$ cat src/rtl/acq_pkg.sv
// Shared definitions for the acquisition sequencer: command byte codes and
// the sequencer state encoding.
package acq_pkg;

    localparam logic [7:0] CMD_START_SINGLE = 8'h01;
    localparam logic [7:0] CMD_START_TRIG   = 8'h02;
    localparam logic [7:0] CMD_STOP         = 8'h03;
    localparam logic [7:0] CMD_CLR_ERR      = 8'h04;

    typedef enum logic [2:0] {
        ST_IDLE      = 3'd0,
        ST_WAIT_TRIG = 3'd1,
        ST_SETTLE    = 3'd2,
        ST_COUNT     = 3'd3,
        ST_LATCH     = 3'd4,
        ST_HOLD      = 3'd5
    } acq_state_t;

endpackage

$ cat src/rtl/trig_sync_edge.sv
// Two-flop synchronizer for an asynchronous level, followed by a registered
// rising-edge detector; pulse is one clock wide, three clocks after the pin.
module trig_sync_edge (
    input  logic clk,
    input  logic rst,
    input  logic async_in,
    output logic pulse
);

    // sync[1:0] is the metastability chain, sync[2] holds the previous level.
    logic [2:0] sync;

    always_ff @(posedge clk or posedge rst) begin
        if (rst) begin
            sync  <= '0;
            pulse <= 1'b0;
        end else begin
            sync  <= {sync[1:0], async_in};
            pulse <= sync[1] & ~sync[2];
        end
    end

endmodule

$ cat src/rtl/acq_sequencer.sv
// Per-pattern photon-count acquisition sequencer: clear, settle, gated count
// window, latch, then hand the result to the SPI readout.
module acq_sequencer
    import acq_pkg::*;
#(
    parameter int CNT_W         = 32,
    parameter int WIN_W         = 24,
    parameter int IDX_W         = 16,
    parameter int SETTLE_CYCLES = 4
) (
    input  logic             CLK,
    input  logic             RST,
    input  logic [7:0]       COMMAND,
    input  logic             CMD_VALID,
    input  logic [WIN_W-1:0] WINDOW,
    input  logic             DMD_TRIG,
    input  logic [CNT_W-1:0] COUNT_IN,
    output logic             START_COUNT,
    output logic             CLEAR_COUNT,
    output logic [CNT_W-1:0] RESULT,
    output logic [IDX_W-1:0] RESULT_IDX,
    output logic             RESULT_VALID,
    input  logic             RESULT_READY,
    output logic             BUSY,
    output logic             OVERRUN,
    output logic [2:0]       DBG_STATE
);

    localparam int SCW = (SETTLE_CYCLES > 1) ? $clog2(SETTLE_CYCLES) : 1;
    localparam logic [SCW-1:0] SETTLE_LAST = SCW'(SETTLE_CYCLES - 1);

    acq_state_t       state;
    acq_state_t       state_next;
    logic             trig_mode;
    logic             trig_pulse;
    logic [SCW-1:0]   settle_cnt;
    logic [WIN_W-1:0] win_cnt;
    logic [IDX_W-1:0] idx;

    logic cmd_start_single;
    logic cmd_start_trig;
    logic cmd_stop;
    logic cmd_clr_err;
    logic enter_settle;
    logic trig_lost;

    trig_sync_edge u_trig_sync (
        .clk      (CLK),
        .rst      (RST),
        .async_in (DMD_TRIG),
        .pulse    (trig_pulse)
    );

    assign cmd_start_single = CMD_VALID && (COMMAND == CMD_START_SINGLE);
    assign cmd_start_trig   = CMD_VALID && (COMMAND == CMD_START_TRIG);
    assign cmd_stop         = CMD_VALID && (COMMAND == CMD_STOP);
    assign cmd_clr_err      = CMD_VALID && (COMMAND == CMD_CLR_ERR);

    assign enter_settle = (state_next == ST_SETTLE) && (state != ST_SETTLE);
    assign trig_lost    = trig_pulse && trig_mode &&
                          (state inside {ST_SETTLE, ST_COUNT, ST_LATCH, ST_HOLD});

    // Gate and clear are pure decodes of the state register, so an async
    // reset drops them in the same instant the state returns to IDLE.
    assign START_COUNT = (state == ST_COUNT);
    assign CLEAR_COUNT = (state == ST_SETTLE) && (settle_cnt == '0);
    assign DBG_STATE   = state;

    always_comb begin
        state_next = state;
        case (state)
            ST_IDLE: begin
                if (cmd_start_single)    state_next = ST_SETTLE;
                else if (cmd_start_trig) state_next = ST_WAIT_TRIG;
            end
            ST_WAIT_TRIG: begin
                if (cmd_stop)            state_next = ST_IDLE;
                else if (trig_pulse)     state_next = ST_SETTLE;
            end
            ST_SETTLE: begin
                if (cmd_stop)                       state_next = ST_IDLE;
                else if (settle_cnt == SETTLE_LAST) state_next = ST_COUNT;
            end
            ST_COUNT: begin
                if (cmd_stop)                       state_next = ST_IDLE;
                else if (win_cnt == WIN_W'(1))      state_next = ST_LATCH;
            end
            ST_LATCH: state_next = ST_HOLD;
            // RESULT_VALID/RESULT/RESULT_IDX are held while in HOLD; a transfer
            // happens on any cycle with RESULT_VALID and RESULT_READY both high.
            ST_HOLD: begin
                if (RESULT_READY)
                    state_next = (trig_mode && !cmd_stop) ? ST_WAIT_TRIG : ST_IDLE;
            end
            default: state_next = ST_IDLE;
        endcase
    end

    always_ff @(posedge CLK or posedge RST) begin
        if (RST) begin
            state        <= ST_IDLE;
            trig_mode    <= 1'b0;
            settle_cnt   <= '0;
            win_cnt      <= '0;
            idx          <= '0;
            RESULT       <= '0;
            RESULT_IDX   <= '0;
            RESULT_VALID <= 1'b0;
            OVERRUN      <= 1'b0;
            BUSY         <= 1'b0;
        end else begin
            state <= state_next;
            BUSY  <= (state_next != ST_IDLE);

            if (cmd_stop)
                trig_mode <= 1'b0;
            else if (state == ST_IDLE && cmd_start_single)
                trig_mode <= 1'b0;
            else if (state == ST_IDLE && cmd_start_trig)
                trig_mode <= 1'b1;

            // A zero window would never close the gate, so it runs as one cycle.
            if (enter_settle) begin
                settle_cnt <= '0;
                win_cnt    <= (WINDOW == '0) ? WIN_W'(1) : WINDOW;
            end else if (state == ST_SETTLE) begin
                settle_cnt <= settle_cnt + 1'b1;
            end else if (state == ST_COUNT) begin
                win_cnt <= win_cnt - 1'b1;
            end

            if (state == ST_IDLE && (cmd_start_single || cmd_start_trig)) begin
                idx <= '0;
            end else if (state == ST_LATCH) begin
                RESULT       <= COUNT_IN;
                RESULT_IDX   <= idx;
                RESULT_VALID <= 1'b1;
                idx          <= idx + 1'b1;
            end else if (state == ST_HOLD && RESULT_READY) begin
                RESULT_VALID <= 1'b0;
            end

            if (trig_lost)
                OVERRUN <= 1'b1;
            else if (cmd_clr_err)
                OVERRUN <= 1'b0;
        end
    end

endmodule

$ cat config.mk
export PLATFORM = sky130hd
export DESIGN_NAME = acq_sequencer
export DESIGN_NICKNAME = d
export VERILOG_FILES = /design/src/rtl/acq_pkg.sv /design/src/rtl/trig_sync_edge.sv /design/src/rtl/acq_sequencer.sv
export SDC_FILE = /design/constraint.sdc
export NUM_CORES = 1
export LEC_CHECK = 0
export ABC_AREA = 1
export CELL_PAD_IN_SITES_DETAIL_PLACEMENT = 1
export CELL_PAD_IN_SITES_GLOBAL_PLACEMENT = 1
export CORE_UTILIZATION = 39
export DETAILED_ROUTE_END_ITERATION = 7
export MAX_ROUTING_LAYER = met4
export PLACE_DENSITY_LB_ADDON = 0.3
export SLEW_MARGIN = 5
export SYNTH_ARGS = -nofsm -noshare
export SYNTH_HDL_FRONTEND = slang
export SYNTH_SLANG_ARGS = --single-unit
export TNS_END_PERCENT = 30
$ cat constraint.sdc
create_clock -name CLK -period 8 [get_ports CLK]
set_clock_uncertainty 0.1 [all_clocks]
set_input_delay 2.4 -clock CLK [delete_from_list [all_inputs] [get_ports CLK]]
set_output_delay 2.4 -clock CLK [all_outputs]
set_load 0.02 [all_outputs]
==> reports/metrics.csv <==
metric,value,unit
run status,"finished, final reports clean",
Post-synth EDFFs,0,
period utilization,60.7,%
Post-CTS Setup Inserts,0,
global route overflow,0,
CP Launch Type,flop,
Adder-Cell Fraction of Synth Area,1.16,%
Die Y,120,um
clk_lat worst skew,0.35,ns
# IOs,125,
Max Clk Rate,206,MHz
vias in the first global route,5757,
dpl ws,2.95,ns
clock buffer depth,2,
Required @ worst endpoint,5.50,ns
CTS hold repair buffers,0,
largest area contributor in the netlist,dfrtp_1,
Root Buffer,clkbuf_16,
PortBufs,124,
DR vias/cell,5.07,
Tmin final,4.86,ns
Remaining DRCs,0,
ys async rst share,100,%
CTS H-Tree Depth,3,
Post-Synth XOR/XNOR Area,1.46,%
TritonCTS Buffers,9,
pin count of the biggest net entering global routing,69,
Synth Flop Type,dfrtp_1,
clk sinks,101,
WL per Instance,15.5,um
Mapped Nets,826,
Layout Nets,944,
cell area after synthesis,5410,um^2
post-synthesis sequential area ratio,46.7,%
CP max FO,11,
WL final,16300,um
area grow syn2layout,30.4,%
share of cells above drive strength 1,3.31,%
most numerous cell in the Yosys netlist,nand2_1,
simple logic cell fraction of the synthesized area,37.3,%
post-CTS sizing,0,
critical path class,reg2out,
RSZ-0062 raised after global routing,false,
crit path capture type,output pin,
placer congestion estimate,0.921,
peak supply drop,0.180,mV
"Reg clk slew, reported paths",0.07,ns
Routed Antenna Nets,0,
setup violators final,0,
GRT Overall Usage,25.0,%
Total Negative Setup Slacks,0,ns
Pwr Density,329,nW/um^2
largest family of logic cells by synthesized area,simple AND/OR/NAND/NOR gates,
"Warnings, synthesis",0,
leakage,3.52,nW
Commonest cells post-synth,"nand2_1, dfrtp_1, inv_1",
max-slew headroom at the worst pin,36.6,%
number of distinct library cells after synthesis,33,
drt pass-1 iters,4,
Initial Util,40.4,%
post-synthesis instance total,752,
Max Slew Vio Count,0,
initial antenna violation count,0,
top post-synthesis cells by area,"dfrtp_1, nand2_1, inv_1",
Compound-Gate Fraction of Synth Area,5.18,%
Synth top area share,46.7,%
"flops & latches, synth",101,
mux share of post-synthesis cell area,0,%
measured slew at the worst slew-check pin,0.948,ns
antenna diode count,0,
syn_area_per_cell,7.19,um^2
FP Rows,42,
CORE AREA,13400,um^2
first-pass GRT wire length,27800,um
DRT iter0 DRCs,253,
die area,14300,um^2
worst setup margin,3.14,ns
Worst R2R Path Depth,5,
max_cap viols,0,
final hold vios,0,
hold path cells,0,
Min-Delay Path Class,reg2reg,
CTS tree,yes,
HPWL after detailed placement,12200,um
Worst EP arrival,2.36,ns
via count,5330,
die width,120,um
==> routing by layer <==
metal  GRT usage (%)  routed length (um)  part of all wire (%)
met3            4.52                 776                   4.8
met1            31.1                7480                    46
met5               -                   0                     0
met2            40.4                7750                    47
met4            9.53                 329                   2.0
==> path summary, 6_finish.rpt <==
kind,endpoint,start,slack (ns)
setup / recovery,START_COUNT,DBG_STATE[2],3.14
hold / removal,u_trig_sync.sync[1],u_trig_sync.sync[0],0.25
setup reg to reg,win_cnt[3],DBG_STATE[1],5.35
hold reg to reg,u_trig_sync.sync[1],u_trig_sync.sync[0],0.25
max in group asynchronous,win_cnt[19],RST,4.27
min in group asynchronous,idx[7],RST,2.36
==> where the power goes <==
group | total, mW | internal [mW] | leakage [nW] | switching, mW
registers | 0.877 | 0.703 | 1.23 | 0.174
clock network | 0.415 | 0.213 | 0.134 | 0.202
logic | 1.03 | 0.425 | 2.16 | 0.601
==> stage by stage <==
stage                     hold WS, ns  util [%]  instance area (um^2)  instances  power (mW)
after floorplan                 0.231         -                  5410        752        1.46
after global placement          0.232      50.6                  6780       1035        1.84
after detailed placement        0.236      50.6                  6780       1035        1.90
after CTS                       0.253      52.6                  7050       1051        2.34
after global routing            0.268      52.6                  7050       1051        2.49
final                           0.250      52.6                  7050       1051        2.32
==> placed cells by master (no fill, tap or decap), types with 2 or more instances in the layout <==
| cell | netlist | routed |
|---|---|---|
| buf_4 | 1 | 2 |
| nor3_1 | 17 | 17 |
| clkdlybuf4s50_1 | 0 | 124 |
| ha_1 | 5 | 5 |
| nand3b_1 | 3 | 3 |
| clkinvlp_4 | 0 | 2 |
| inv_2 | 2 | 2 |
| nand2_2 | 1 | 2 |
| o21ai_0 | 26 | 26 |
| clkinv_2 | 0 | 3 |
| nand2_1 | 307 | 306 |
| a21oi_1 | 9 | 9 |
| o21bai_1 | 3 | 3 |
| nand3_1 | 60 | 60 |
| nor3b_1 | 2 | 2 |
| nand4_1 | 17 | 17 |
| inv_1 | 86 | 85 |
| dfrtp_1 | 101 | 101 |
| nor2_1 | 69 | 69 |
| o211ai_1 | 6 | 6 |
| clkbuf_16 | 0 | 9 |
| xor2_1 | 8 | 8 |
==> cell type report <==
type                            count  area, um^2
Multi-Input combinational cell    544        2440
Tap cell                          176         220
Clock buffer                        9         225
Fill cell                        1702        6350
Sequential cell                   101        2530
Clock inverter                      7        50.0
Timing Repair Buffer              126        1260
Inverter                           88         333
==> critical path, cell delays in order, from the launching register on <==
cell and delay [ns]:
dfrtp_1 0.44, inv_1 0.19, nand2_1 0.13, inv_1 0.07, nand2_1 0.25, inv_2 0.29
clkdlybuf4s50_1 0.64
==> cell families (layout without fill, tap and decap cells) <==
family	after synthesis	count (layout)
DFF	101	101
AOI/OAI and AO/OA	48	48
buffers and inverters	107	230
xor gates and xnor gates	9	9
and+or+nand+nor	482	482
adders and majority gates	5	5
==> registers in the layout (all words and copies together) (netlist names) <==
signal	flops
RESULT_VALID	1
settle_cnt	2
BUSY	1
win_cnt	24
RESULT_IDX	16
DBG_STATE	3
OVERRUN	1
RESULT	32
trig_mode	1
idx	16
u_trig_sync.pulse	1
u_trig_sync.sync	3
(Power assumes the default switching activity.)
